$ cat config.mk
export PLATFORM = sky130hd
export DESIGN_NAME = if_fetch_unit_flat
export DESIGN_NICKNAME = d
export VERILOG_FILES = /design/src/rtl/if_fetch_unit_pkg.sv /design/src/rtl/if_fetch_unit_if.sv /design/src/rtl/if_fetch_unit_pc_gen.sv /design/src/rtl/if_fetch_unit.sv /design/src/flat_wrapper.sv
export SDC_FILE = /design/constraint.sdc
export NUM_CORES = 1
export LEC_CHECK = 0
export ABC_AREA = 1
export CAP_MARGIN = 40
export CORE_ASPECT_RATIO = 1.4
export CORE_UTILIZATION = 39
export DETAILED_ROUTE_END_ITERATION = 7
export PLACE_DENSITY = 0.77
export SLEW_MARGIN = 0
export SYNTH_ARGS = -nofsm -noshare
export SYNTH_HDL_FRONTEND = slang
export SYNTH_SLANG_ARGS = --single-unit
$ cat constraint.sdc
create_clock -name clk -period 1.5 [get_ports clk]
set_input_delay 0.3 -clock clk [delete_from_list [all_inputs] [get_ports clk]]
set_output_delay 0.3 -clock clk [all_outputs]
set_load 0.01 [all_outputs]
$ cat src/rtl/if_fetch_unit_pkg.sv
// Shared constants and types for the instruction-fetch front end.
// Optional feature macro: FETCH_ALIGN_CHECK_EN (misaligned-fetch detection).
package if_fetch_unit_pkg;

  localparam int  InstAddrBus = 32;
  localparam int  InstBus     = 32;

  localparam logic RstEnable   = 1'b1;
  localparam logic ChipEnable  = 1'b1;
  localparam logic ChipDisable = 1'b0;

  localparam logic [InstBus-1:0] ZeroWord = '0;

  // Bit positions inside the 6-bit pipeline stall vector
  localparam int StallPc   = 0;
  localparam int StallIfId = 1;
  localparam int StallId   = 2;

  typedef logic [InstAddrBus-1:0] inst_addr_t;
  typedef logic [InstBus-1:0]     inst_t;

  typedef struct packed {
    inst_addr_t pc;
    inst_t      inst;
    logic       adel;
  } ifid_t;

  localparam ifid_t IfIdBubble = '{pc: '0, inst: ZeroWord, adel: 1'b0};

  function automatic inst_addr_t next_seq_pc(input inst_addr_t pc);
    return pc + inst_addr_t'(4);
  endfunction

endpackage

$ cat src/rtl/if_fetch_unit_if.sv
// Fetch-side bus: ROM request/response plus the IF/ID register outputs.
interface if_fetch_unit_if;
  import if_fetch_unit_pkg::*;

  logic       ce;
  inst_addr_t pc;
  inst_t      inst_i;
  inst_addr_t id_pc;
  inst_t      id_inst;
  logic       id_fetch_adel;

  modport master (
    output ce, pc, id_pc, id_inst, id_fetch_adel,
    input  inst_i
  );

  modport slave (
    input  ce, pc, id_pc, id_inst, id_fetch_adel,
    output inst_i
  );
endinterface

$ cat src/rtl/if_fetch_unit_pc_gen.sv
// Program counter and ROM chip enable with flush/stall/branch next-PC priority.
module if_pc_gen
  import if_fetch_unit_pkg::*;
#(
  parameter inst_addr_t RESET_PC = 32'h0000_0000
) (
  input  logic       clk,
  input  logic       rst,
  input  logic       stall_pc,
  input  logic       flush,
  input  inst_addr_t new_pc,
  input  logic       branch_flag_i,
  input  inst_addr_t branch_target_address_i,
  output logic       ce,
  output inst_addr_t pc
);

  logic       ce_d, ce_q;
  inst_addr_t pc_d, pc_q;

  always_comb begin
    ce_d = ChipEnable;
    pc_d = pc_q;
    // While disabled the PC parks at RESET_PC; the first fetch uses it unchanged
    if (ce_q == ChipEnable) begin
      if (flush)              pc_d = new_pc;
      else if (stall_pc)      pc_d = pc_q;
      else if (branch_flag_i) pc_d = branch_target_address_i;
      else                    pc_d = next_seq_pc(pc_q);
    end
  end

  always_ff @(posedge clk) begin
    if (rst == RstEnable) begin
      ce_q <= ChipDisable;
      pc_q <= RESET_PC;
    end else begin
      ce_q <= ce_d;
      pc_q <= pc_d;
    end
  end

  assign ce = ce_q;
  assign pc = pc_q;

endmodule

$ cat src/rtl/if_fetch_unit.sv
// Instruction-fetch front end: PC generator plus the IF/ID pipeline register.
// Optional feature macro: FETCH_ALIGN_CHECK_EN (flags fetches with pc[1:0] != 0).
module if_fetch_unit
  import if_fetch_unit_pkg::*;
#(
  parameter inst_addr_t RESET_PC = 32'h0000_0000
) (
  input  logic                  clk,
  input  logic                  rst,
  input  logic [5:0]            stall,
  input  logic                  flush,
  input  inst_addr_t            new_pc,
  input  logic                  branch_flag_i,
  input  inst_addr_t            branch_target_address_i,
  if_fetch_unit_if.master       bus
);

  logic       ce;
  inst_addr_t pc;
  logic       unused_stall_hi;

  // Later-stage stall bits belong to other stages
  assign unused_stall_hi = ^stall[5:3];

  if_pc_gen #(
    .RESET_PC (RESET_PC)
  ) u_pc_gen (
    .clk                     (clk),
    .rst                     (rst),
    .stall_pc                (stall[StallPc]),
    .flush                   (flush),
    .new_pc                  (new_pc),
    .branch_flag_i           (branch_flag_i),
    .branch_target_address_i (branch_target_address_i),
    .ce                      (ce),
    .pc                      (pc)
  );

  ifid_t fetched;
  ifid_t ifid_d, ifid_q;

  always_comb begin
    fetched.pc   = pc;
    fetched.inst = (ce == ChipEnable) ? bus.inst_i : ZeroWord;
    fetched.adel = 1'b0;
`ifdef FETCH_ALIGN_CHECK_EN
    // A misaligned fetch becomes a NOP tagged for the exception logic downstream
    if ((ce == ChipEnable) && (pc[1:0] != 2'b00)) begin
      fetched.inst = ZeroWord;
      fetched.adel = 1'b1;
    end
`endif
  end

  always_comb begin
    ifid_d = ifid_q;
    if (flush)
      ifid_d = IfIdBubble;
    else if (stall[StallIfId] && !stall[StallId])
      ifid_d = IfIdBubble;
    else if (!stall[StallIfId])
      ifid_d = fetched;
  end

  always_ff @(posedge clk) begin
    if (rst == RstEnable) ifid_q <= IfIdBubble;
    else                  ifid_q <= ifid_d;
  end

  assign bus.ce      = ce;
  assign bus.pc      = pc;
  assign bus.id_pc   = ifid_q.pc;
  assign bus.id_inst = ifid_q.inst;
`ifdef FETCH_ALIGN_CHECK_EN
  assign bus.id_fetch_adel = ifid_q.adel;
`else
  assign bus.id_fetch_adel = 1'b0;
`endif

endmodule
$ cat src/flat_wrapper.sv
// flat-port wrapper written by rule: the top's interface ports become plain ports
module if_fetch_unit_flat import if_fetch_unit_pkg::*;
#(
  parameter inst_addr_t RESET_PC = 32'h0000_0000
)
  (clk, rst, stall, flush, new_pc, branch_flag_i, branch_target_address_i, bus_ce, bus_pc, bus_id_pc, bus_id_inst, bus_id_fetch_adel, bus_inst_i);
  if_fetch_unit_if bus_i ();
  input  logic clk;
  input  logic rst;
  input  logic [5:0] stall;
  input  logic flush;
  input  inst_addr_t new_pc;
  input  logic branch_flag_i;
  input  inst_addr_t branch_target_address_i;
  output wire logic [$bits(bus_i.ce)-1:0] bus_ce;
  output wire logic [$bits(bus_i.pc)-1:0] bus_pc;
  output wire logic [$bits(bus_i.id_pc)-1:0] bus_id_pc;
  output wire logic [$bits(bus_i.id_inst)-1:0] bus_id_inst;
  output wire logic [$bits(bus_i.id_fetch_adel)-1:0] bus_id_fetch_adel;
  input wire logic [$bits(bus_i.inst_i)-1:0] bus_inst_i;
  assign bus_ce = bus_i.ce;
  assign bus_pc = bus_i.pc;
  assign bus_id_pc = bus_i.id_pc;
  assign bus_id_inst = bus_i.id_inst;
  assign bus_id_fetch_adel = bus_i.id_fetch_adel;
  assign bus_i.inst_i = bus_inst_i;
  if_fetch_unit #(.RESET_PC(RESET_PC)) u_core (.clk(clk), .rst(rst), .stall(stall), .flush(flush), .new_pc(new_pc), .branch_flag_i(branch_flag_i), .branch_target_address_i(branch_target_address_i), .bus(bus_i));
endmodule
==> out/results.txt, run 1 <==
Critical-path cell with the highest stage delay: dfxtp_2. Measured along the y axis, the die boundary spans 134 µm. The final-report max-slew violation count is 0, and the detail-routed net length per standard cell is 15.2 µm.

The logs give 0 for the final hold violation count and 0 for the hold buffer count at cts. Synthesis inferred 97 register bits. The via count of the first global-routing pass is 5,123, and the post-detailed-routing wire length is 15,800 µm. The average via count per standard cell is 5.14, and the final cell area excluding filler cells is 7420 µm². The logs give 0 for the number of violations of the max-capacitance limit and 47 for the count of standard-cell rows. Once detail routing completed, the nets flagged for antenna violations numbered 0. The clock root buffer master was clkbuf_16. In the synthesized netlist, the number of instances is 688. The logs give 4860 µm² for the total standard cell area after synthesis and 0 for the synthesis warning total. The final cell utilization of the core was 61.9%; the synthesis-to-layout area growth was 52.8%. The run finished with clean final reports.

Once the floorplan was initialized, standard cells occupied 40.5% of the core. Dividing the final minimum period by the clock period gives 98.9%. Cells with a size suffix above 1 make up 16.5% of the layout. Data arrival time of the critical path: 1.71 ns.

The endpoint identified for the worst register-to-register timing path is u_core.u_pc_gen.pc[18]. The finished layout holds 1,040 standard cells, fillers aside. The tools report the capturing element type of the critical path as a register. TritonCTS built the clock tree. The timing endpoint of the critical path is u_core.u_pc_gen.pc[18]. The count of distinct cell types in the synthesized netlist is 33.

Setup repair after global routing could not meet its margin everywhere. Setup violations remaining at the end of the flow were counted as 0. The leftover overflow at the end of global routing is 0.

The worst-case IR drop observed on VDD is 0.498 mV. The mean cell area of the mapped netlist was 7.06 µm²; the count of TritonRoute iterations in the first routing pass was 5. For this design, the sink count on the clock tree is 97. The number of enable flip-flop cells after synthesis is 0. The number of top-level design ports was 204.

Global routing used 24.2% of the available tracks across all layers. Origin of the critical flop-to-flop path: u_core.u_pc_gen.pc[3]. The longest clock path from root to sink contains 2 buffers. The type of the most critical hold path is primary input to register.

Hold is met by 0.381 ns. Power density over the cells: 850 nW/µm². After clock tree synthesis, the clock-pin slew on the worst setup and hold paths is 0.07 ns.

The final layout contains 995 nets. The total placed cells including tap cells is 1,018, and the worst-case reg-to-reg path depth is 9. The first global-routing pass estimated 24,200 µm of wire. In this run the standard cell core region covers 12,000 µm².

The tools report the final HPWL from detailed placement as 12,000 µm. The post-route DRC violation count is 0. Among all flip-flop cells after synthesis, the most frequent one is dfxtp_1.

The worst setup path is launched from a register. When the netlist entered floorplanning its net count stood at 795. The top fanout value on the critical path works out to 6. On the worst path, the slowest cell contributes a delay of 0.37 ns.

STA puts the critical path data required time at 1.73 ns. The critical setup path kind was register to register. The number of DRC markers after the initial detailed-route iteration is 201, and the clock network latency to the later pin of the worst-skew pair is 0.34 ns. The minimum setup slack among reg-to-reg paths is 0.02 ns, and the number of buffers and inverters on the critical path is 1.

The final route contains 5,348 vias. The family of cells with the greatest summed delay on the critical path is simple AND/OR/NAND/NOR gates. Total power for the finished layout comes to 0.00631 W. Once placement finished, the instance area stood at 7050 µm².

For this run, the register share of the synthesized area comes to 40.0%. The largest net degree at the start of global routing was 37; the static leakage power was 3.16 nW. The CTS H-tree depth was 3. The die covers 12,900 µm².

The highest attainable clock frequency was 674 MHz. The critical path goes through ha_4, nand2_4, nor2_4, nand2_4, nor2_4, buf_4, nand2_1, nand2_1, a21oi_2. The congestion estimate from routability-driven global placement came to 0.956. The tools report the number of buffers created by CTS as 9. For the final database, setup skew stands at 0.00774 ns. For the number of antenna diodes, the log shows 0.

The number of antenna violations at the first check in global routing is 0, and the die span in x is 96.3 µm. The critical path starts at u_core.u_pc_gen.pc[3]. The fraction of synthesis flops using an asynchronous set or reset pin was 0%; the count of input and output buffers was 199. Counting I/O delays and the setup requirement, the final critical path takes 1.48 ns. The critical path crosses 9 cells after its start point.
[cells in the final DEF, fill, tap and decap left out, types with 2 or more instances in the layout]
cell type / synthesis / final
clkbuf_16: 0 / 9
buf_4: 36 / 55
o21ai_0: 31 / 31
a22o_1: 2 / 2
o211ai_1: 4 / 4
nor2_2: 6 / 12
nand2_4: 1 / 3
a41oi_1: 2 / 2
a21oi_2: 1 / 2
clkdlybuf4s50_1: 0 / 101
inv_2: 2 / 3
nand2_1: 183 / 180
and2_1: 2 / 2
dfxtp_2: 0 / 24
nand3_1: 34 / 33
buf_6: 3 / 2
a221oi_1: 20 / 16
dfxtp_4: 0 / 2
inv_1: 34 / 33
a22oi_1: 2 / 2
dfxtp_1: 97 / 71
a31oi_1: 3 / 3
dlygate4sd2_1: 0 / 96
nor2_4: 7 / 9
a221oi_2: 3 / 7
nand2_2: 4 / 5
clkinvlp_4: 0 / 2
a21oi_1: 93 / 92
xnor2_1: 3 / 3
o21bai_1: 3 / 3
buf_12: 0 / 3
nor2_1: 76 / 68
[layer usage]
metal  part of all wire (%)  vias to the layer above  GRT usage, %
li1                       -                     2648             -
met4                    2.5                        0          10.7
met5                      0                        -             0
met2                     52                      213          45.2
met1                     38                     2457          25.6
met3                    7.2                       30          4.42
[timing repair]
action / in CTS / in global routing
setup endpoints to repair: 98 / 20
setup buffers: 0 / 6
resized for setup: 119 / 32
pin swaps: 1 / 14
[per-stage QoR]
step	TNS, ns	setup WS (ns)
final	0	0.0162
after detailed placement	-9.93	-0.303
after global placement	-7.26	-0.238
after floorplan	0	0.127
after global routing	-0.369	-0.0758
after CTS	0	0.0108
[how the worst min path moves through the flow]
stage                                        end              startpoint  cells after the start
final                     u_core.bus.id_inst[27]                stall[1]                      4
after global routing      u_core.bus.id_inst[27]                stall[1]                      4
after global placement     u_core.bus.id_inst[8]   u_core.bus.id_inst[8]                      2
after CTS                 u_core.bus.id_inst[27]                stall[1]                      4
after floorplan            u_core.u_pc_gen.pc[2]                     rst                      1
after detailed placement  u_core.bus.id_inst[16]  u_core.bus.id_inst[16]                      2
[power breakdown]
group | switching [W] | internal (W) | leakage, nW
Combinational | 0.000522 | 0.000580 | 2.22
Sequential | 0.000111 | 0.00268 | 0.800
Clock | 0.00105 | 0.00136 | 0.147
[state kept, by name, summed over array words and instances, names as in the netlist]
register and cells:
u_core.bus.id_inst 32, u_core.u_pc_gen.pc 32, u_core.u_pc_gen.ce 1, u_core.bus.id_pc 32
[synth_stat cells (7+ instances only)]
| cell | count | area (µm²) |
|---|---|---|
| buf_4 | 36 | 270 |
| nor2_4 | 7 | 78.8 |
| o21ai_0 | 31 | 155 |
| nand2_1 | 183 | 687 |
| nand3_1 | 34 | 170 |
| buf_2 | 11 | 55.1 |
| a21oi_1 | 93 | 465 |
| a221oi_1 | 20 | 175 |
| nor2_1 | 76 | 285 |
| inv_1 | 34 | 128 |
| dfxtp_1 | 97 | 1940 |
| clkbuf_1 | 16 | 60.1 |
[final cells by class]
cell class	instances	area [µm²]
inverter	36	135
timing repair buffer	259	2360
clock buffer	10	239
tap	147	184
sequential	97	1980
clock inverter	6	73.8
fill	1129	4570
multi-input combinational	485	2450
[worst register-to-register path, stage by stage, from the launching register on]
cell and delay, ns:
dfxtp_2 0.37, ha_4 0.16, nand2_4 0.06, nor2_4 0.17, nand2_4 0.12, nor2_4 0.19, buf_4 0.15, nand2_1 0.04
nand2_1 0.07, a21oi_2 0.05
[logic make-up after synthesis]
logic type               count (synthesis)  synth area share [%]
AO/OA/AOI/OAI                          165                  20.2
adder cells (fa/ha/maj)                  1                 0.258
AND/OR/NAND/NOR                        315                  27.2
XOR/XNOR                                 3                 0.541
buffers and inverters                  106                  11.7
other                                    1                0.0772
flip-flops                              97                  40.0
Power figures use the tool's default switching activity.
==> run 2: changes to the inputs <==
--- a/config.mk
+++ b/config.mk
@@ -8,9 +8,10 @@
 export ABC_AREA = 1
 export CAP_MARGIN = 40
 export CORE_ASPECT_RATIO = 1.4
-export CORE_UTILIZATION = 39
+export CORE_UTILIZATION = 40
+export CTS_BUF_LIST = sky130_fd_sc_hd__clkbuf_4 sky130_fd_sc_hd__clkbuf_8
 export DETAILED_ROUTE_END_ITERATION = 7
-export PLACE_DENSITY = 0.77
+export PLACE_DENSITY = 0.79
 export SLEW_MARGIN = 0
 export SYNTH_ARGS = -nofsm -noshare
 export SYNTH_HDL_FRONTEND = slang
==> run 2 against run 1 <==
Die area down 2.5%; count of clock-buffer cells in the layout unchanged; design area down 2.4%; fmax down 1.1%; via count up 0.15%; critical endpoint is now u_core.u_pc_gen.pc[26]; clock skew up 0.00082 ns; sequential power about the same; core utilization down 0.57 points; largest cell class unchanged; power down 13%; global-route usage up 0.51 points.
==> out/results.txt, run 2 (synthesis results as in run 1) <==
The run gives 0 (unchanged) as the post-route DRC violation count. The tools report the worst setup skew after layout as 0.00856 ns (+0.000823 ns). The tools report the number of nets in the layout as 989 (-0.60%). TritonCTS built the clock tree.

The run gives 0 ns (unchanged) as the summed negative setup slack over all endpoints. The number of antenna violations at the first check in global routing is 0 (unchanged), and the data arrival time of the critical path is 1.80 ns (+0.09 ns). The minimum clock period after layout was 1.50 ns (+0.0160 ns); the period utilization was 100% (+1.1 points). Worst-case reg-to-reg path depth: 9 (unchanged). For the number of sinks handled by clock tree synthesis, the log shows 97 (unchanged). The tools report the static leakage power as 3.06 nW (-3.1%).

The average via count per standard cell came out at 5.18 (+0.73%). The vertical extent of the die was 132 µm (-1.2%). The overall fraction of global-route tracks in use is 24.7% (+0.51 points), and the final-layout worst hold slack is 0.465 ns (+0.0842 ns).

The number of antenna diodes is 0 (unchanged), and the final hold violation count is 0 (unchanged). The power density over the cells works out to 759 nW/µm² (-11%). Clock edge transition at the registers on the reported setup and hold paths: 0.10 ns (+0.03 ns).

For the count of final setup violators, the log shows 0 (unchanged). The final cell area excluding filler cells was 7250 µm² (-2.4%); the required time at the worst-slack endpoint was 1.80 ns (+0.07 ns). The capturing element type of the critical path is a register. The final weighted congestion of routability-driven global placement came out at 0.961 (+0.56%). The final HPWL from detailed placement is 11,900 µm (-0.46%). The largest net degree at the start of global routing came out at 43 (+16%). Setup repair after global routing could not meet its margin everywhere. The tools report the origin of the critical flop-to-flop path as u_core.u_pc_gen.pc[3].

The floorplan die area came out at 12,600 µm² (-2.5%). The run gives 41.1% (+0.60 points) as the initial core utilization. The endpoint identified for the worst register-to-register timing path is u_core.u_pc_gen.pc[26].

The tools report the category of the worst setup path launch point as a register. The critical path starts at u_core.u_pc_gen.pc[3]. The area after detailed placement is 7000 µm² (-0.75%). By startpoint and endpoint, the worst setup path is classified as register to register. The fraction of final layout cells with drive strength greater than 1 was 16.0% (-0.45 points). The number of DRC markers after the initial detailed-route iteration is 190 (-5.5%), and the final-report max-slew violation count is 0 (unchanged).

The number of top-level design ports was 204 (unchanged); the highest attainable clock frequency was 667 MHz (-1.1%). The top fanout value on the critical path works out to 6 (unchanged). The post-detailed-routing wire length is 15,800 µm (-0.38%). The flow ran to the end, and the final reports show no timing, DRC or antenna violations. The tools report the clock root buffer master as clkbuf_8.

The run gives 0 (unchanged) as the number of nets with antenna violations after routing. The top cell types in the final layout, fill and taps aside, are 181 x nand2_1, 101 x clkdlybuf4s50_1, 97 x dlygate4sd2_1. The largest vdd supply drop is 0.414 mV (-17%), and the wire length of the first global-routing pass is 24,500 µm (+1.2%).

The vias after detailed routing is 5,356 (+0.15%), and the clock network latency to the later pin of the worst-skew pair is 0.37 ns (+0.03 ns). The run gives 3 (unchanged) as the CTS H-tree depth. The synthesis-to-layout area growth was 49.2%; the detail-routed net length per standard cell was 15.3 µm (+0.20%). The leftover overflow at the end of global routing is 0 (unchanged), and the final cell utilization of the core is 61.3% (-0.57 points). The worst-case clock buffer depth is 2 (unchanged). The number of buffers created by CTS is 9 (unchanged). The most common cell after layout, fill and taps aside was nand2_1.

The die span in x is 95.1 µm (-1.2%). The min-delay analysis places its worst path in the category register to register. The tools report the via count of the first global-routing pass as 5,110 (-0.25%). Placeable core region: 11,800 µm² (-1.5%).

The count of standard-cell rows was 47 (unchanged); the count of TritonRoute iterations in the first routing pass was 5 (unchanged). The number of violations of the max-capacitance limit was 0 (unchanged). In this run the most critical hold path is launched from u_core.bus.id_inst[19].

Following the worst setup path forward leads to its endpoint at u_core.u_pc_gen.pc[26]. The minimum setup slack among reg-to-reg paths came out at 0.0002 ns (-0.02 ns). The count of input and output buffers works out to 199 (unchanged).
## run 2: changes by cell type in the layout (fill, tap and decap cells not counted), moves of 4 or more
cell | before | now
nor2_2 | 12 | 8
dfxtp_1 | 71 | 67
a21oi_1 | 92 | 87
nor2_1 | 68 | 72
clkbuf_16 | 9 | 0
a221oi_1 | 16 | 20
a21oi_2 | 2 | 7
a221oi_2 | 7 | 3
clkbuf_8 | 1 | 9
buf_4 | 55 | 51
dfxtp_4 | 2 | 7
## run 2: final cells by class
type	instances	area (µm²)
Sequential cell	97	2000
Inverter	36	135
Clock inverter	6	50.0
Tap cell	147	184
Clock buffer	10	131
Fill cell	1109	4570
Timing Repair Buffer	253	2310
Multi-Input combinational cell	485	2440
## run 2: how the worst min path moves through the flow
stage	endpoint	cells after the start	slack, ns
after floorplan	u_core.u_pc_gen.pc[2]	1	0.37
after global placement	u_core.bus.id_pc[7]	2	0.45
after detailed placement	u_core.bus.id_pc[19]	2	0.45
after CTS	u_core.bus.id_pc[3]	4	0.45
after global routing	u_core.bus.id_pc[3]	4	0.45
final	u_core.bus.id_inst[19]	2	0.47
## run 2: power breakdown
group | switching, W | leakage [nW] | internal, W
clock network | 0.000996 | 0.0869 | 0.000640
logic | 0.000508 | 2.17 | 0.000559
registers | 0.000116 | 0.803 | 0.00268
total | 0.00162 | 3.06 | 0.00388
## run 2: stage by stage
stage / worst slack, ns / std cells / total power, W
floorplan: 0.127 / 688 / 0.00335
global placement: -0.194 / 1011 / 0.00394
detailed placement: -0.216 / 1011 / 0.00395
CTS: 0.00649 / 1028 / 0.00549
global route: -0.0916 / 1034 / 0.00574
finish: 0.000232 / 1034 / 0.00550
## run 2: repair_timing
item                                    in CTS  in global routing
hold buffers                                 0                  0
pin swaps                                    2                 15
endpoints found under the setup margin     102                 18
setup buffers                                1                  6
gates resized for setup                    134                 20
## run 2: worst max-delay path, cell delays in order, from the launching register on
cell and delay, ns:
dfxtp_2 0.38, ha_4 0.16, nand2_4 0.06, nor2_4 0.17, nand2_4 0.11, nor2_4 0.21, nand2_1 0.08, nand2_1 0.08
nand3_2 0.06, a21oi_2 0.12
## run 2: routing by layer
metal / up-vias / GRT usage (%) / wire [µm]
met3: 37 / 4.21 / 1110
met5: - / 0 / 0
met4: 0 / 10.4 / 504
met1: 2449 / 27.5 / 6150
met2: 235 / 44.8 / 8020
li1: 2635 / - / -
==> run 3: changes to the inputs <==
--- a/config.mk
+++ b/config.mk
@@ -7,10 +7,10 @@
 export LEC_CHECK = 0
 export ABC_AREA = 1
 export CAP_MARGIN = 40
-export CORE_ASPECT_RATIO = 1.4
 export CORE_UTILIZATION = 40
 export CTS_BUF_LIST = sky130_fd_sc_hd__clkbuf_4 sky130_fd_sc_hd__clkbuf_8
 export DETAILED_ROUTE_END_ITERATION = 7
+export GPL_TIMING_DRIVEN = 0
 export PLACE_DENSITY = 0.79
 export SLEW_MARGIN = 0
 export SYNTH_ARGS = -nofsm -noshare
==> run 3 against run 2 <==
Largest power group unchanged; the run now ends with design-rule violations left; design area is 2.7% higher; critical path type is now primary input to register; largest cell class is now buffers; fmax is 1.2% higher; combinational power grew 7%; non-clock buffer count rose by 33; highest routed layer unchanged; setup slack improved by 0.018 ns; global-route usage rose by 1.2 points; final cell count is 2.8% higher; clock power up 2%; hold slack worse by 0.078 ns.
==> out/results.txt, run 3 (synthesis results as in run 1) <==
The flow ran to the end, but the final reports show violations. The checks that failed: design-rule violations. The capturing element type of the critical path was a register. The category of the worst setup path launch point is a primary input. The logs give 0 (unchanged) for the final-report max-slew violation count and 0 (unchanged) for the number of antenna violations at the first check in global routing. Final weighted congestion of routability-driven global placement: 0.925 (-3.8%).

The minimum setup slack among reg-to-reg paths is 0.05 ns (+0.05 ns), and the worst-case reg-to-reg path depth is 9 (unchanged). The floorplan die area is 12,600 µm² (about the same), and the minimum clock period after layout is 1.48 ns (-0.0178 ns). The final hold violation count was 0 (unchanged); the actual transition at the worst max-transition pin was 0.678 ns. The tools report the clock root buffer master as clkbuf_8.

The library cells used most frequently in the layout, excluding fill and tap cells, are 177 x nand2_1, 100 x clkdlybuf4s50_1, 96 x dlygate4sd2_1. TritonCTS built the clock tree. For the number of DRC markers after the initial detailed-route iteration, the log shows 378 (+99%).

The post-route DRC violation count is 20 (+20), and the period utilization is 98.8% (-1.2 points). For the number of violations of the max-capacitance limit, the log shows 0 (unchanged). The number of nets in the layout is 1,022 (+3.3%). The number of nets with antenna violations after routing was 0 (unchanged). The power density over the cells is 752 nW/µm² (-0.89%), and the net load switching power is 0.00165 W (+2.2%). The endpoint identified for the worst register-to-register timing path is u_core.u_pc_gen.pc[26]. The origin of the critical flop-to-flop path was u_core.u_pc_gen.pc[3]. The placeable core region is 11,600 µm² (-1.7%), and the setup slack at placement is -0.463 ns (-0.247 ns). The detail-routed net length per standard cell came out at 15.7 µm (+2.6%). The top fanout value on the critical path came out at 10 (+4).

Wire length of the first global-routing pass: 25,500 µm (+4.3%). The tools report the initial core utilization as 41.8% (+0.73 points). The tools report the largest net degree at the start of global routing as 18 (-58%).

Setup repair after global routing could not meet its margin everywhere. The die span in x is 112 µm (+18%), and the worst-case clock buffer depth is 2 (unchanged). The CTS H-tree depth came out at 3 (unchanged). The path with the worst hold slack has its endpoint at u_core.bus.id_pc[14]. Compared with the post-synthesis result, the final layout area differs by 53.2%. The vertical extent of the die was 112 µm (-15%). The largest vdd supply drop was 0.377 mV (-9.1%); the required time at the worst-slack endpoint was 1.75 ns (-0.05 ns). The fraction of final layout cells with drive strength greater than 1 was 18.5% (+2.5 points); the share of power burned in the clock network was 30.0% (+0.2 points).

The count of standard-cell rows was 39 (-17%). The path class of the tightest hold or removal check is primary input to register. The count of final setup violators was 0 (unchanged); the via count of the first global-routing pass was 5,026 (-1.6%).

The final cell area excluding filler cells was 7440 µm² (+2.7%). Most common cell after layout, fill and taps aside: nand2_1. Cell count of the worst hold path: 4 (+2). The run gives 204 (unchanged) as the number of top-level design ports.

The count of input and output buffers works out to 198 (-0.50%). The fraction of power spent switching nets is 29.6% (+0.11 points), and the vias after detailed routing is 5,472 (+2.2%). Leftover overflow at the end of global routing: 0 (unchanged). The area after detailed placement came out at 7020 µm² (+0.32%).

The run gives 16,600 µm (+5.5%) as the post-detailed-routing wire length. The critical setup path kind is primary input to register. The part of the total power dissipated in sequential elements came out at 49.6% (-1.2 points). The clock edge transition at the registers on the reported setup and hold paths was 0.10 ns (about the same); the slack of the critical path was 0.0180 ns (+0.0178 ns).

The logs give 0 (unchanged) for the number of antenna diodes and 1,029 (+1.8%) for the total placed cells including tap cells. The relative slew slack is 54.8%. The internal portion of total power was 0.00394 W (+1.6%); the count of placed standard cells in the final layout, fillers left out was 1,063 (+2.8%).

Number of buffers created by CTS: 9 (unchanged). The count of TritonRoute iterations in the first routing pass came out at 8 (+3). The tools report the worst setup skew after layout as 0.0103 ns (+0.00179 ns). The highest attainable clock frequency came out at 675 MHz (+1.2%). The part of the power in combinational logic came out at 20.4% (+1.0 points). Average via count per standard cell: 5.15 (-0.62%). The clock network latency to the later pin of the worst-skew pair came out at 0.38 ns (about the same). The final-layout worst hold slack was 0.387 ns (-0.0780 ns). Overall fraction of global-route tracks in use: 25.9% (+1.2 points). The number of sinks handled by clock tree synthesis is 97 (unchanged). The static leakage power was 3.21 nW (+4.7%). The run gives 1.73 ns (-0.07 ns) as the data arrival time of the critical path. The tools report the hold buffer count at cts as 0 (unchanged).

The worst hold path begins at flush. The final HPWL from detailed placement is 12,400 µm (+4.2%).
[run 3: cell types whose count changed in the layout (fill, tap and decap cells not counted), moves of 6 or more]
cell	change
dfxtp_4	+17
clkbuf_1	+8
clkbuf_2	+9
nor2_1	-6
buf_2	+8
dfxtp_2	-16
[run 3: through the flow]
step / total power [W] / utilization [%] / TNS [ns]
6_report: 0.00559 / 64.1 / 0
5_1_grt: 0.00584 / 64.1 / -0.300
4_1_cts: 0.00558 / 62.6 / 0
3_5_place_dp: 0.00398 / 60.4 / -37.12
3_3_place_gp: 0.00396 / 60.4 / -35.18
2_1_floorplan: 0.00335 / - / 0
[run 3: layout make-up]
cell class,instances,area (µm²)
sequential,97,2040
clock buffer,10,138
timing repair buffer,216,2000
multi-input combinational,485,2440
fill,1095,4170
tap,143,179
buffer,70,458
inverter,36,135
clock inverter,6,51.3
[run 3: critical path: stages]
cell and delay [ns]:
clkdlybuf4s50_1 0.43, nand2_1 0.08, nand2_1 0.08, buf_4 0.20, buf_6 0.16, a221oi_1 0.35
a21oi_1 0.12
[run 3: worst max-delay path by stage]
stage	startpoint	end	slack, ns	depth (start not counted)
floorplan	u_core.u_pc_gen.pc[3]	u_core.u_pc_gen.pc[18]	0.13	9
global placement	branch_flag_i	u_core.u_pc_gen.pc[31]	-0.43	6
detailed placement	branch_flag_i	u_core.u_pc_gen.pc[31]	-0.46	6
CTS	u_core.u_pc_gen.pc[2]	u_core.u_pc_gen.pc[26]	0.002	9
global route	u_core.u_pc_gen.pc[6]	u_core.u_pc_gen.pc[25]	-0.06	9
finish	stall[0]	u_core.u_pc_gen.pc[13]	0.02	7
[run 3: power groups by stage]
stage / sequential, W / clock [W] / combinational, W
3_5_place_dp: 0.00285 / 0 / 0.00113
4_1_cts: 0.00277 / 0.00170 / 0.00111
2_1_floorplan: 0.00282 / 0 / 0.000522
3_3_place_gp: 0.00285 / 0 / 0.00112
6_report: 0.00277 / 0.00168 / 0.00114
5_1_grt: 0.00279 / 0.00182 / 0.00124
[run 3: metal layers]
| metal | track usage [%] | routed length, µm | up-vias |
|---|---|---|---|
| met3 | 4.48 | 1430 | 26 |
| met1 | 32.4 | 6910 | 2500 |
| met2 | 45.3 | 7970 | 238 |
| met4 | 8.36 | 334 | 0 |
| li1 | - | - | 2708 |
| met5 | 0 | 0 | - |
[run 3: timing repair]
action,CTS,global route
setup endpoints to repair,149,92
pin swaps,3,18
resized for setup,158,43
setup buffers,9,9
